<file path="src/rtl/ps2_scancode_receiver.sv">
// rtl/ps2_scancode_receiver.sv - PS/2 device-to-host frame receiver producing 8-bit scan codes
// Synchronises and deglitches the PS/2 pins, deserialises 11-bit frames, and flags parity/stop/timeout errors.
module ps2_scancode_receiver #(
  parameter int FILTER_LEN     = 8,
  parameter int TIMEOUT_CYCLES = 10000
) (
  input  logic       CLOCK_50,
  input  logic       reset,
  input  logic       PS2_CLK,
  input  logic       PS2_DAT,
  output logic [7:0] scan_code,
  output logic       scan_ready,
  output logic       parity_err,
  output logic       frame_err
);

  localparam int TW = $clog2(TIMEOUT_CYCLES + 1);
  localparam logic [TW-1:0] TO_LAST   = TW'(TIMEOUT_CYCLES - 1);
  localparam logic [7:0]    FILT_LAST = 8'(FILTER_LEN - 1);

  typedef enum logic [1:0] {S_IDLE, S_DATA, S_PARITY, S_STOP} state_e;

  logic          clk_s1_q, clk_s2_q, dat_s1_q, dat_s2_q;
  logic          filt_clk_q, filt_clk_d;
  logic [7:0]    filt_cnt_q, filt_cnt_d;
  logic          bit_evt;

  state_e        state_q, state_d;
  logic [2:0]    bit_cnt_q, bit_cnt_d;
  logic [7:0]    shift_q, shift_d;
  logic          chk_q, chk_d;
  logic [TW-1:0] to_cnt_q, to_cnt_d;
  logic [7:0]    code_q, code_d;
  logic          ready_q, ready_d;
  logic          perr_q, perr_d;
  logic          ferr_q, ferr_d;

  always_ff @(posedge CLOCK_50 or negedge reset) begin
    if (!reset) begin
      clk_s1_q <= 1'b1;
      clk_s2_q <= 1'b1;
      dat_s1_q <= 1'b1;
      dat_s2_q <= 1'b1;
    end else begin
      clk_s1_q <= PS2_CLK;
      clk_s2_q <= clk_s1_q;
      dat_s1_q <= PS2_DAT;
      dat_s2_q <= dat_s1_q;
    end
  end

  // Filtered clock flips on the FILTER_LEN-th consecutive differing sample.
  always_comb begin
    filt_cnt_d = '0;
    filt_clk_d = filt_clk_q;
    if (clk_s2_q != filt_clk_q) begin
      if (filt_cnt_q == FILT_LAST) begin
        filt_clk_d = clk_s2_q;
      end else begin
        filt_cnt_d = filt_cnt_q + 8'd1;
      end
    end
  end

  assign bit_evt = filt_clk_q & ~filt_clk_d;

  always_ff @(posedge CLOCK_50 or negedge reset) begin
    if (!reset) begin
      filt_clk_q <= 1'b1;
      filt_cnt_q <= '0;
    end else begin
      filt_clk_q <= filt_clk_d;
      filt_cnt_q <= filt_cnt_d;
    end
  end

  always_comb begin
    state_d   = state_q;
    bit_cnt_d = bit_cnt_q;
    shift_d   = shift_q;
    chk_d     = chk_q;
    to_cnt_d  = to_cnt_q;
    code_d    = code_q;
    ready_d   = 1'b0;
    perr_d    = 1'b0;
    ferr_d    = 1'b0;
    if (state_q == S_IDLE) begin
      to_cnt_d = '0;
      if (bit_evt && !dat_s2_q) begin
        state_d   = S_DATA;
        bit_cnt_d = '0;
      end
    end else if (bit_evt) begin
      to_cnt_d = '0;
      case (state_q)
        S_DATA: begin
          shift_d   = {dat_s2_q, shift_q[7:1]};
          bit_cnt_d = bit_cnt_q + 3'd1;
          if (bit_cnt_q == 3'd7) state_d = S_PARITY;
        end
        S_PARITY: begin
          chk_d   = (^shift_q) ^ dat_s2_q;
          state_d = S_STOP;
        end
        default: begin
          // Stop-bit error outranks a parity error.
          if (!dat_s2_q) begin
            ferr_d = 1'b1;
          end else if (chk_q) begin
            code_d  = shift_q;
            ready_d = 1'b1;
          end else begin
            perr_d = 1'b1;
          end
          state_d   = S_IDLE;
          bit_cnt_d = '0;
        end
      endcase
    end else if (to_cnt_q == TO_LAST) begin
      state_d   = S_IDLE;
      ferr_d    = 1'b1;
      bit_cnt_d = '0;
      to_cnt_d  = '0;
    end else begin
      to_cnt_d = to_cnt_q + TW'(1);
    end
  end

  always_ff @(posedge CLOCK_50 or negedge reset) begin
    if (!reset) begin
      state_q   <= S_IDLE;
      bit_cnt_q <= '0;
      shift_q   <= '0;
      chk_q     <= 1'b0;
      to_cnt_q  <= '0;
      code_q    <= '0;
      ready_q   <= 1'b0;
      perr_q    <= 1'b0;
      ferr_q    <= 1'b0;
    end else begin
      state_q   <= state_d;
      bit_cnt_q <= bit_cnt_d;
      shift_q   <= shift_d;
      chk_q     <= chk_d;
      to_cnt_q  <= to_cnt_d;
      code_q    <= code_d;
      ready_q   <= ready_d;
      perr_q    <= perr_d;
      ferr_q    <= ferr_d;
    end
  end

  assign scan_code  = code_q;
  assign scan_ready = ready_q;
  assign parity_err = perr_q;
  assign frame_err  = ferr_q;

endmodule
</file>
<file path="config.mk">
export PLATFORM = sky130hd
export DESIGN_NAME = ps2_scancode_receiver
export DESIGN_NICKNAME = d
export VERILOG_FILES = /design/src/rtl/ps2_scancode_receiver.sv
export SDC_FILE = /design/constraint.sdc
export NUM_CORES = 1
export LEC_CHECK = 0
export ABC_CLOCK_PERIOD_IN_PS = 2500
export BUFFER_PORTS_ARGS = -buffer_cell sky130_fd_sc_hd__buf_2
export CAP_MARGIN = 10
export CORE_AREA = 2 2 66 83
export CTS_CLUSTER_SIZE = 28
export DETAILED_ROUTE_END_ITERATION = 16
export DIE_AREA = 0 0 68 85
export GPL_TIMING_DRIVEN = 0
export PLACE_DENSITY = 0.72
export SKIP_CTS_REPAIR_TIMING = 1
export SYNTH_ARGS = -nofsm -noshare
export SYNTH_HDL_FRONTEND = slang
export SYNTH_SLANG_ARGS = --single-unit
</file>
<file path="constraint.sdc">
create_clock -name CLOCK_50 -period 2.5 [get_ports CLOCK_50]
set_input_delay 0.125 -clock CLOCK_50 [delete_from_list [all_inputs] [get_ports CLOCK_50]]
set_output_delay 0.125 -clock CLOCK_50 [all_outputs]
set_load 0.03 [all_outputs]
</file>
==> metrics.md, run 1 <==
| Metric | Value |
|---|---|
| Share of layout cells above drive strength 1 | 23.7% |
| Pre-CTS setup slack | 0.100 ns |
| Startpoint types | flop |
| Layout fillers | 456 |
| Required @ worst endpoint | 2.69 ns |
| Slew @ Worst Pin | 0.626 ns |
| Die Y | 85 um |
| Max-Cap Viols | 0 |
| Mean Syn Cell Area | 11.8 um2 |
| Wire length of the first global-routing pass | 6590 um |
| Synth Instances | 206 |
| Flops & latches, synth | 52 |
| Reg2Reg Setup Slack | 0.09 ns |
| Max-slew violations | 0 |
| Static Leakage | 1.30 nW |
| DR vias | 1613 |
| Worst VDD drop | 534 uV |
| Syn nets | 218 |
| Critical path depth | 5 |
| Die Area | 0.00578 mm2 |
| Final ANT Viol Nets | 0 |
| Setup ws final | 0.0883 ns |
| Cell family with most CP delay | simple AND/OR/NAND/NOR gates |
| CTS tree | yes |
| Post-layout nets | 243 |
| Top cell by count, worst path | or4_1 |
| Number of flops mapped to enable cells by yosys | 0 |
| # DRC | 0 |
| Die W | 68 um |
| Count of different cell masters after synthesis | 39 |
| Crit path buf inv count | 1 |
| Crit. End Element | flop |
| FF-to-FF path depth | 5 |
| CP Launch Point | to_cnt_q[6]$_DFF_PN0_ |
| Synth Warn # | 0 |
| DR iter-0 viols | 40 |
| RSZ-0062 raised after global routing | no |
| Antenna fix cells | 0 |
| Drt wl/cell | 13.5 um |
| All-Layer GR Usage | 15.1% |
| CP max stage delay | 0.55 ns |
| Vias in the first global route | 1524 |
| Final Util | 54.4% |
| Async set-or-reset flop fraction in the synthesized netlist | 100% |
| RR Startpoint | to_cnt_q[6]$_DFF_PN0_ |
| CP Cell Sequence | or4_1 -> or4_1 -> buf_2 -> a211oi_2 -> mux2_1 |
| Fin Clk Skew | 0.00542 ns |
| Grt total ovfl | 0 |
| Tmin final | 2.41 ns |
| First-pass DRT Iterations | 4 |
| Area Overhead vs Synth | 12.6% |
| Final Setup Violations | 0 |
| Post-synthesis cell area | 0.00242 mm2 |
| Fmax | 415 MHz |
| Setup crit end | bit_cnt_q[2]$_DFFE_PN0P_ |
| Num Clock Sinks | 52 |
| Worst path slowest cell | or4_1 |
| Worst hold path class | input pin to asynchronous set/reset pin |
| Clock Latency Late Sink | 0.30 ns |
| Setup TNS | 0 ns |
| Fin crit share | 96.5% |
| Root Driver | clkbuf_8 |
| CP Data Arrival Time | 2.60 ns |
| Most common flop cell mapped by yosys | dfrtp_1 |
| Total power | 1.81 mW |
| CTS Buf Count | 5 |
| Fin Hold WS | 0.237 ns |
| GP Congestion | 0.785 |
| Largest net degree at the start of global routing | 53 |
| Register area share after synthesis | 54.0% |
| Relative slew slack | 57.9% |
| CP Max Fanout | 6 |
| H-tree Lvls | 2 |
| Pwr Density | 664 mW/mm2 |
| Num ports | 15 |
| Setup CP Type | flop to flop |
| Outcome | completed |
| Clk slew on worst S/H paths | 0.09 ns |
| Vias per inst | 5.49 |
| Initial Util | 48.4% |
| CTS max path bufs | 2 |
| Critical R2R Capture | bit_cnt_q[2]$_DFFE_PN0P_ |
| HPWL after DPL | 2720 um |
| Final WL | 3960 um |
| Initial antenna violation count | 0 |
| Final Hold Fails | 0 |
| Port Buffers | 14 |
| Row count | 29 |
| Core area | 0.00501 mm2 |
kinds of logic after synthesis:
kind of cell / Yosys count / share of synthesized area [%]
AOI/OAI and AO/OA: 9 / 3.05
adders and majority gates: 8 / 4.13
xor gates and xnor gates: 25 / 9.61
and+or+nand+nor: 78 / 16.8
DFF: 52 / 54.0
buffers and inverters: 11 / 1.81
muxes: 23 / 10.6
registers in the layout (all words and copies together) (netlist names), 2 cells and up:
register    count
state_q         2
shift_q         8
to_cnt_q       14
scan_code       8
bit_cnt_q       3
filt_cnt_q      8
cell usage after synthesis (2+ instances only):
cell      count  share of area, %
and3_1        5               1.3
xor2_1        6               2.2
dfrtp_1      47                49
nand4_1       4               1.0
xnor2_1      18               6.5
mux2_1        3               1.4
nor3_1        5               1.0
nand2_1       5              0.77
buf_2         2              0.41
a211oi_2      2               1.0
nor4_1        4               1.0
mux2i_1       2              0.83
or4_1         3              0.93
nor2b_1       2              0.52
a21oi_1       2              0.41
nand3_1      10               2.1
nor2_1       29               4.5
mux2_2       18               8.4
ha_1          8               4.1
inv_1         8               1.2
dfstp_2       5               5.4
report_power, final:
part           total [mW]  switching [mW]  leakage (nW)  internal [mW]
clock               0.501           0.275        0.0516          0.227
sequential          0.961          0.0560         0.702          0.905
combinational       0.347           0.200         0.542          0.147
total                1.81           0.531          1.30           1.28
worst min path at each step:
stage	from	end	cells after the start
2_1_floorplan	reset	bit_cnt_q[0]$_DFFE_PN0P_	0
3_3_place_gp	PS2_DAT	dat_s1_q$_DFF_PN1_	1
3_5_place_dp	PS2_DAT	dat_s1_q$_DFF_PN1_	1
4_1_cts	PS2_DAT	dat_s1_q$_DFF_PN1_	1
5_1_grt	reset	to_cnt_q[5]$_DFF_PN0_	2
6_report	reset	to_cnt_q[9]$_DFF_PN0_	2
per-layer routing:
metal,track usage [%],routed length (um)
met1,18.2,1750
met2,25.2,2030
met3,3.58,128
met4,6.55,54
met5,0,0
metrics by stage:
step | cells | cell area, um2
after floorplan | 206 | 2420
after global routing | 294 | 2730
final | 294 | 2730
after global placement | 282 | 2570
after CTS | 290 | 2670
after detailed placement | 282 | 2570
cell type report:
cell class / count / area (um2) / share of cell area, %
clock inverters: 2 / 13.8 / 0.505
multi-input cells: 143 / 1080 / 39.7
plain buffers: 3 / 13.8 / 0.505
inverters: 8 / 30.0 / 1.10
clock buffers: 6 / 82.6 / 3.03
well taps: 62 / 77.6 / 2.85
repair buffers: 18 / 120 / 4.41
flip-flops and latches: 52 / 1310 / 48.0
cell usage in the layout, fill, tap and decap left out, types with 2 or more instances in the layout:
cell	n
dfstp_2	5
xor2_1	6
nand3_1	9
a211oi_2	3
nand2_1	5
mux2_1	3
nand4_1	4
nor4_1	4
nor3_1	5
dfrtp_1	47
mux2_2	18
a21oi_1	2
nor2_1	29
mux2i_1	2
clkbuf_8	6
ha_1	8
nor2b_1	2
inv_1	8
xnor2_1	18
and3_1	5
buf_2	16
dlygate4sd3_1	3
or4_1	3
No activity file was read; power rests on OpenSTA's default activity.
==> inputs of run 2 (changes only) <==
--- a/config.mk
+++ b/config.mk
@@ -6,7 +6,7 @@
 export NUM_CORES = 1
 export LEC_CHECK = 0
 export ABC_CLOCK_PERIOD_IN_PS = 2500
-export BUFFER_PORTS_ARGS = -buffer_cell sky130_fd_sc_hd__buf_2
+export BUFFER_PORTS_ARGS = -buffer_cell sky130_fd_sc_hd__buf_4
 export CAP_MARGIN = 10
 export CORE_AREA = 2 2 66 83
 export CTS_CLUSTER_SIZE = 28
==> run 2 against run 1 <==
  * First-iteration DRC count grew 60%
  * Via count shrank 3.6%
  * Hold slack gained 0.12 ns
  * Highest routed layer unchanged
==> metrics.md, run 2 (same netlist as run 1, synthesis figures left out) <==
| Metric | Value |
|---|---|
| Fin crit share | 94.8% (-1.7 points) |
| Slew @ Worst Pin | 0.632 ns (+0.00573 ns) |
| First-pass DRT Iterations | 4 (unchanged) |
| CP Cell Sequence | or4_1 -> or4_1 -> buf_2 -> a211oi_4 -> mux2_1 |
| Psw | 539 uW (+1.6%) |
| Top cell by count, worst path | or4_1 |
| Combinational power share | 19.9% (+0.7 points) |
| Setup CP Type | flop to flop |
| Die W | 68 um (unchanged) |
| Most frequent cells in the layout | dfrtp_1 (47), nor2_1 (29), mux2_2 (18), xnor2_1 (18), buf_4 (15) |
| Worst hold path class | input pin to asynchronous set/reset pin |
| CTS tree | yes |
| Wire length of the first global-routing pass | 6620 um (+0.42%) |
| Pwr Density | 650 mW/mm2 (-2.0%) |
| CP max stage delay | 0.52 ns (-0.03 ns) |
| Initial Util | 48.4% (unchanged) |
| Tmin final | 2.37 ns (-0.0419 ns) |
| Clk slew on worst S/H paths | 0.10 ns (about the same) |
| Clock Power Share | 26.5% (-1.2 points) |
| Sw frac | 30.0% (+0.69 points) |
| Pre-CTS setup slack | 0.109 ns (+0.00934 ns) |
| Fin Clk Skew | 0.0193 ns (+0.0139 ns) |
| Core area | 0.00501 mm2 (unchanged) |
| Drt wl/cell | 13.2 um (-1.9%) |
| HPWL after DPL | 2740 um (+0.49%) |
| Layout fillers | 441 (-3.3%) |
| Grt total ovfl | 0 (unchanged) |
| Crit. End Element | flop |
| CTS max path bufs | 2 (unchanged) |
| CP Data Arrival Time | 2.55 ns (-0.05 ns) |
| GP Congestion | 0.803 (+2.3%) |
| DR iter-0 viols | 64 (+60%) |
| Final ANT Viol Nets | 0 (unchanged) |
| Max-slew violations | 0 (unchanged) |
| All-Layer GR Usage | 15.1% (+0.044 points) |
| Outcome | completed |
| Required @ worst endpoint | 2.68 ns (about the same) |
| Vias per inst | 5.29 (-3.6%) |
| Clock Latency Late Sink | 0.31 ns (about the same) |
| Root Driver | clkbuf_8 |
| Post-layout nets | 243 (unchanged) |
| # DRC | 0 (unchanged) |
| Row count | 29 (unchanged) |
| Num Clock Sinks | 52 (unchanged) |
| RSZ-0062 raised after global routing | no |
| Area Overhead vs Synth | 14.0% |
| Antenna fix cells | 0 (unchanged) |
| Pint | 1.26 mW (-1.7%) |
| Setup TNS | 0 ns (unchanged) |
| Largest Register | to_cnt_q |
| Max reg flops | 14 (unchanged) |
| Num ports | 15 (unchanged) |
| Die Area | 0.00578 mm2 (unchanged) |
| Static Leakage | 1.29 nW (-0.59%) |
| Max-Cap Viols | 0 (unchanged) |
| Sequential Power Share | 53.6% (+0.5 points) |
| DR vias | 1555 (-3.6%) |
| Startpoint types | flop |
| Port Buffers | 14 (unchanged) |
| Final WL | 3880 um (-1.9%) |
| CP Max Fanout | 6 (unchanged) |
| Final Setup Violations | 0 (unchanged) |
| CTS Buf Count | 5 (unchanged) |
| Share of layout cells above drive strength 1 | 24.6% (+0.86 points) |
| Largest net degree at the start of global routing | 53 (unchanged) |
| H-tree Lvls | 2 (unchanged) |
| Vias in the first global route | 1513 (-0.72%) |
| Worst path slowest cell | or4_1 |
| Relative slew slack | 57.9% (about the same) |
| Final Hold Fails | 0 (unchanged) |
| Setup ws final | 0.130 ns (+0.0419 ns) |
| Initial antenna violation count | 0 (unchanged) |
| Fmax | 422 MHz (+1.8%) |
| Die Y | 85 um (unchanged) |
| Worst VDD drop | 472 uV (-12%) |
| Commonest non-fill, non-tap cell in the layout | dfrtp_1 |
[run 2: per-layer routing]
layer / part of all wire, % / wire length (um) / track usage [%] / vias up
met5: 0 / 0 / 0 / -
met4: 1.4 / 53 / 6.91 / 0
met3: 3.1 / 119 / 3.18 / 5
met2: 50 / 1950 / 24.5 / 20
met1: 45 / 1760 / 19.0 / 764
li1: - / - / - / 766
[run 2: critical path, delay by kind of cell, from the launching register on]
family | cells | cell delay, ns
and+or+nand+nor | 2 | 1.04
AOI/OAI and AO/OA | 1 | 0.24
DFF | 1 | 0.43
buffers and inverters | 1 | 0.19
muxes | 1 | 0.34
[run 2: path summary, 6_finish.rpt]
path,from,endpoint,slack [ns],cells past startpoint
worst max-delay path,to_cnt_q[7]$_DFF_PN0_,bit_cnt_q[2]$_DFFE_PN0P_,0.13,5
worst min-delay path,reset,to_cnt_q[9]$_DFF_PN0_,0.36,2
worst max register to register,to_cnt_q[7]$_DFF_PN0_,bit_cnt_q[2]$_DFFE_PN0P_,0.13,5
worst min register to register,dat_s1_q$_DFF_PN1_,dat_s2_q$_DFF_PN1_,0.36,0
max in group asynchronous,reset,filt_cnt_q[6]$_DFF_PN0_,1.69,2
min in group CLOCK_50,dat_s1_q$_DFF_PN1_,dat_s2_q$_DFF_PN1_,0.36,0
[run 2: area by class of cell]
| cell class | count | area [um2] | area share [%] |
|---|---|---|---|
| clock inverter | 3 | 21.3 | 0.770 |
| tap | 62 | 77.6 | 2.81 |
| timing repair buffer | 18 | 143 | 5.17 |
| buffer | 3 | 13.8 | 0.498 |
| clock buffer | 5 | 68.8 | 2.49 |
| inverter | 8 | 30.0 | 1.09 |
| multi-input combinational | 143 | 1100 | 39.8 |
| sequential | 52 | 1310 | 47.3 |
[run 2: stage by stage]
step	instances	instance area (um2)	power, mW	hold slack, ns	utilization, %
6_report	294	2760	1.80	0.359	55.1
5_1_grt	294	2760	1.92	0.358	55.1
4_1_cts	290	2700	1.80	-0.154	53.8
3_5_place_dp	282	2610	1.32	0.194	52.0
3_3_place_gp	282	2610	1.30	0.193	52.0
2_1_floorplan	206	2420	1.22	-0.171	-
[run 2: power groups by stage]
stage | sequential [mW] | combinational (mW) | clock, mW
2_1_floorplan | 0.966 | 0.259 | 0
3_3_place_gp | 0.974 | 0.330 | 0
3_5_place_dp | 0.978 | 0.339 | 0
4_1_cts | 0.962 | 0.340 | 0.498
5_1_grt | 0.973 | 0.405 | 0.538
6_report | 0.962 | 0.357 | 0.477
==> inputs of run 3 (changes only) <==
--- a/config.mk
+++ b/config.mk
@@ -5,7 +5,7 @@
 export SDC_FILE = /design/constraint.sdc
 export NUM_CORES = 1
 export LEC_CHECK = 0
-export ABC_CLOCK_PERIOD_IN_PS = 2500
+export ABC_CLOCK_PERIOD_IN_PS = 2200
 export BUFFER_PORTS_ARGS = -buffer_cell sky130_fd_sc_hd__buf_4
 export CAP_MARGIN = 10
 export CORE_AREA = 2 2 66 83
==> constraint.sdc (replaced) <==
create_clock -name CLOCK_50 -period 2.2 [get_ports CLOCK_50]
set_input_delay 0.11 -clock CLOCK_50 [delete_from_list [all_inputs] [get_ports CLOCK_50]]
set_output_delay 0.11 -clock CLOCK_50 [all_outputs]
set_load 0.03 [all_outputs]
==> run 3 against run 2 <==
  * The run now ends with negative setup slack left
  * Sequential cell count stayed put
  * Critical path depth is 1 lower
  * Setup slack worse by 0.22 ns
  * Wire length is 6.2% higher
  * Combinational power is 22% higher
  * Non-clock buffer count is 2 lower
  * Register-to-register slack worse by 0.22 ns
  * Hold slack hardly changed
  * Cell area is 1.9% higher
  * Maximum frequency is 3.4% higher
  * Via count is 1.2% higher
  * Critical path type unchanged
  * Largest power group unchanged
==> metrics.md, run 3 (same netlist as run 1, synthesis figures left out) <==
| Metric | Value |
|---|---|
| Clock Power Share | 31.0% (+4.5 points) |
| Core area | 0.00501 mm2 (unchanged) |
| Antenna fix cells | 0 (unchanged) |
| RSZ-0062 raised after global routing | yes |
| CTS tree | yes |
| DR vias | 1573 (+1.2%) |
| Wl on met1 | 1790 um (+1.4%) |
| CTS max path bufs | 2 (unchanged) |
| Die Area | 0.00578 mm2 (unchanged) |
| Share of layout cells above drive strength 1 | 27.0% (+2.4 points) |
| Violated checks | negative setup slack |
| Port Buffers | 14 (unchanged) |
| Placed inst area | 0.00261 mm2 (+0.24%) |
| Row count | 29 (unchanged) |
| Fmax | 436 MHz (+3.4%) |
| Met3 WL | 156 um (+31%) |
| First-pass DRT Iterations | 4 (unchanged) |
| Combinational power share | 19.6% (-0.3 points) |
| Final Hold Fails | 0 (unchanged) |
| CP Cell Sequence | or4bb_1 -> or4_4 -> a211oi_4 -> mux2_4 |
| Relative slew slack | 50.8% (-7.1 points) |
| Crit. End Element | flop |
| Fin crit share | 104% (+9.4 points) |
| Clock Latency Late Sink | 0.31 ns (about the same) |
| RR Startpoint | to_cnt_q[11]$_DFF_PN0_ |
| Startpoint types | flop |
| Placed instance count | 282 (unchanged) |
| H-tree Lvls | 2 (unchanged) |
| Psw | 631 uW (+17%) |
| Commonest non-fill, non-tap cell in the layout | dfrtp_1 |
| Outcome | finished, violations left |
| Reg2Reg Setup Slack | -0.09 ns (-0.22 ns) |
| Die Y | 85 um (unchanged) |
| Final Setup Violations | 7 (+7) |
| Max-slew violations | 0 (unchanged) |
| Vias per inst | 5.39 (+1.9%) |
| Most frequent cells in the layout | dfrtp_1 (47), nor2_1 (28), mux2_2 (18), xnor2_1 (18), buf_4 (14) |
| Num ports | 15 (unchanged) |
| Pint | 1.59 mW (+26%) |
| CP Max Fanout | 6 (unchanged) |
| FF-to-FF path depth | 4 (-1) |
| Tmin final | 2.29 ns (-0.0784 ns) |
| Wire length of the first global-routing pass | 7000 um (+5.8%) |
| DR iter-0 viols | 71 (+11%) |
| Sequential Power Share | 49.4% (-4.2 points) |
| Sw frac | 28.5% (-1.6 points) |
| All-Layer GR Usage | 15.9% (+0.77 points) |
| Layout fillers | 426 (-3.4%) |
| Initial antenna violation count | 0 (unchanged) |
| Drt wl/cell | 14.1 um (+6.9%) |
| GP Congestion | 0.852 (+6.1%) |
| Initial Util | 48.4% (unchanged) |
| Max reg flops | 14 (unchanged) |
| Worst path slowest cell | or4_4 |
| Crit path buf inv count | 0 (-1) |
| Metal2 WL | 2110 um (+8.6%) |
| Required @ worst endpoint | 2.40 ns (-0.28 ns) |
| Num Clock Sinks | 52 (unchanged) |
| Grt total ovfl | 0 (unchanged) |
| Setup crit end | bit_cnt_q[1]$_DFFE_PN0P_ |
| Static Leakage | 1.30 nW (+0.86%) |
| Critical path depth | 4 (-1) |
| Largest Register | to_cnt_q |
| Fin Clk Skew | 0.00867 ns (-0.0107 ns) |
| Area Overhead vs Synth | 16.2% |
| Clk slew on worst S/H paths | 0.10 ns (about the same) |
| Setup CP Type | flop to flop |
| Post-layout nets | 241 (-0.82%) |
| Pre-CTS setup slack | -0.149 ns (-0.258 ns) |
| Root Driver | clkbuf_8 |
| Max-Cap Viols | 0 (unchanged) |
| Worst VDD drop | 481 uV (+1.8%) |
| Final ANT Viol Nets | 0 (unchanged) |
| Setup ws final | -0.0913 ns (-0.222 ns) |
| Post-Layout Cell Count | 292 (-0.68%) |
| Top Metal Used | met4 |
| Design area | 0.00282 mm2 (+1.9%) |
| HPWL after DPL | 2750 um (+0.45%) |
| Die W | 68 um (unchanged) |
| Pwr Density | 788 mW/mm2 (+21%) |
| CP Launch Point | to_cnt_q[11]$_DFF_PN0_ |
| Setup TNS | -0.234 ns (-0.234 ns) |
| Slew @ Worst Pin | 0.735 ns (+0.103 ns) |
| Critical R2R Capture | bit_cnt_q[1]$_DFFE_PN0P_ |
| CP max stage delay | 0.60 ns (+0.08 ns) |
| Final WL | 4120 um (+6.2%) |
| CP Data Arrival Time | 2.49 ns (-0.06 ns) |
| Cell family with most CP delay | simple AND/OR/NAND/NOR gates |
| Vias in the first global route | 1643 (+8.6%) |
| # DRC | 0 (unchanged) |
| Worst hold path class | input pin to asynchronous set/reset pin |
| CTS Buf Count | 5 (unchanged) |
| Largest net degree at the start of global routing | 53 (unchanged) |
-- run 3: worst reg2reg max path: stages (launching register included) --
cell and delay (ns):
dfrtp_1 0.41, or4bb_1 0.51, or4_4 0.60, a211oi_4 0.32, mux2_4 0.33
-- run 3: worst min path at each step --
stage	end	slack, ns
global placement	to_cnt_q[9]$_DFF_PN0_	0.18
floorplan	bit_cnt_q[0]$_DFFE_PN0P_	-0.19
finish	scan_code[2]$_DFFE_PN0P_	0.36
detailed placement	to_cnt_q[9]$_DFF_PN0_	0.18
global route	dat_s2_q$_DFF_PN1_	0.37
CTS	scan_code[2]$_DFFE_PN0P_	-0.16
-- run 3: cell type report --
| class | instances | area [um2] | share of cell area [%] |
|---|---|---|---|
| Timing Repair Buffer | 17 | 135 | 4.80 |
| Multi-Input combinational cell | 143 | 1130 | 40.3 |
| Inverter | 8 | 30.0 | 1.07 |
| Sequential cell | 52 | 1310 | 46.4 |
| Buffer | 2 | 8.76 | 0.311 |
| Tap cell | 62 | 77.6 | 2.76 |
| Clock buffer | 6 | 82.6 | 2.93 |
| Clock inverter | 2 | 38.8 | 1.38 |
-- run 3: routing by layer --
| layer | GRT usage, % | up-vias |
|---|---|---|
| li1 | - | 756 |
| met1 | 18.2 | 776 |
| met5 | 0 | - |
| met4 | 7.27 | 0 |
| met2 | 26.7 | 35 |
| met3 | 4.64 | 6 |
-- run 3: power groups by stage --
stage / Clock, mW / Sequential (mW) / Combinational (mW)
2_1_floorplan: 0 / 1.10 / 0.293
4_1_cts: 0.704 / 1.09 / 0.384
5_1_grt: 0.742 / 1.11 / 0.489
3_3_place_gp: 0 / 1.11 / 0.375
6_report: 0.686 / 1.10 / 0.435
3_5_place_dp: 0 / 1.11 / 0.379
-- run 3: through the flow --
| step | hold slack, ns | power [mW] | utilization, % |
|---|---|---|---|
| final | 0.359 | 2.22 | 56.2 |
| after global routing | 0.368 | 2.34 | 56.2 |
| after CTS | -0.161 | 2.18 | 54.6 |
| after detailed placement | 0.179 | 1.49 | 52.1 |
| after global placement | 0.176 | 1.48 | 52.1 |
| after floorplan | -0.186 | 1.39 | - |
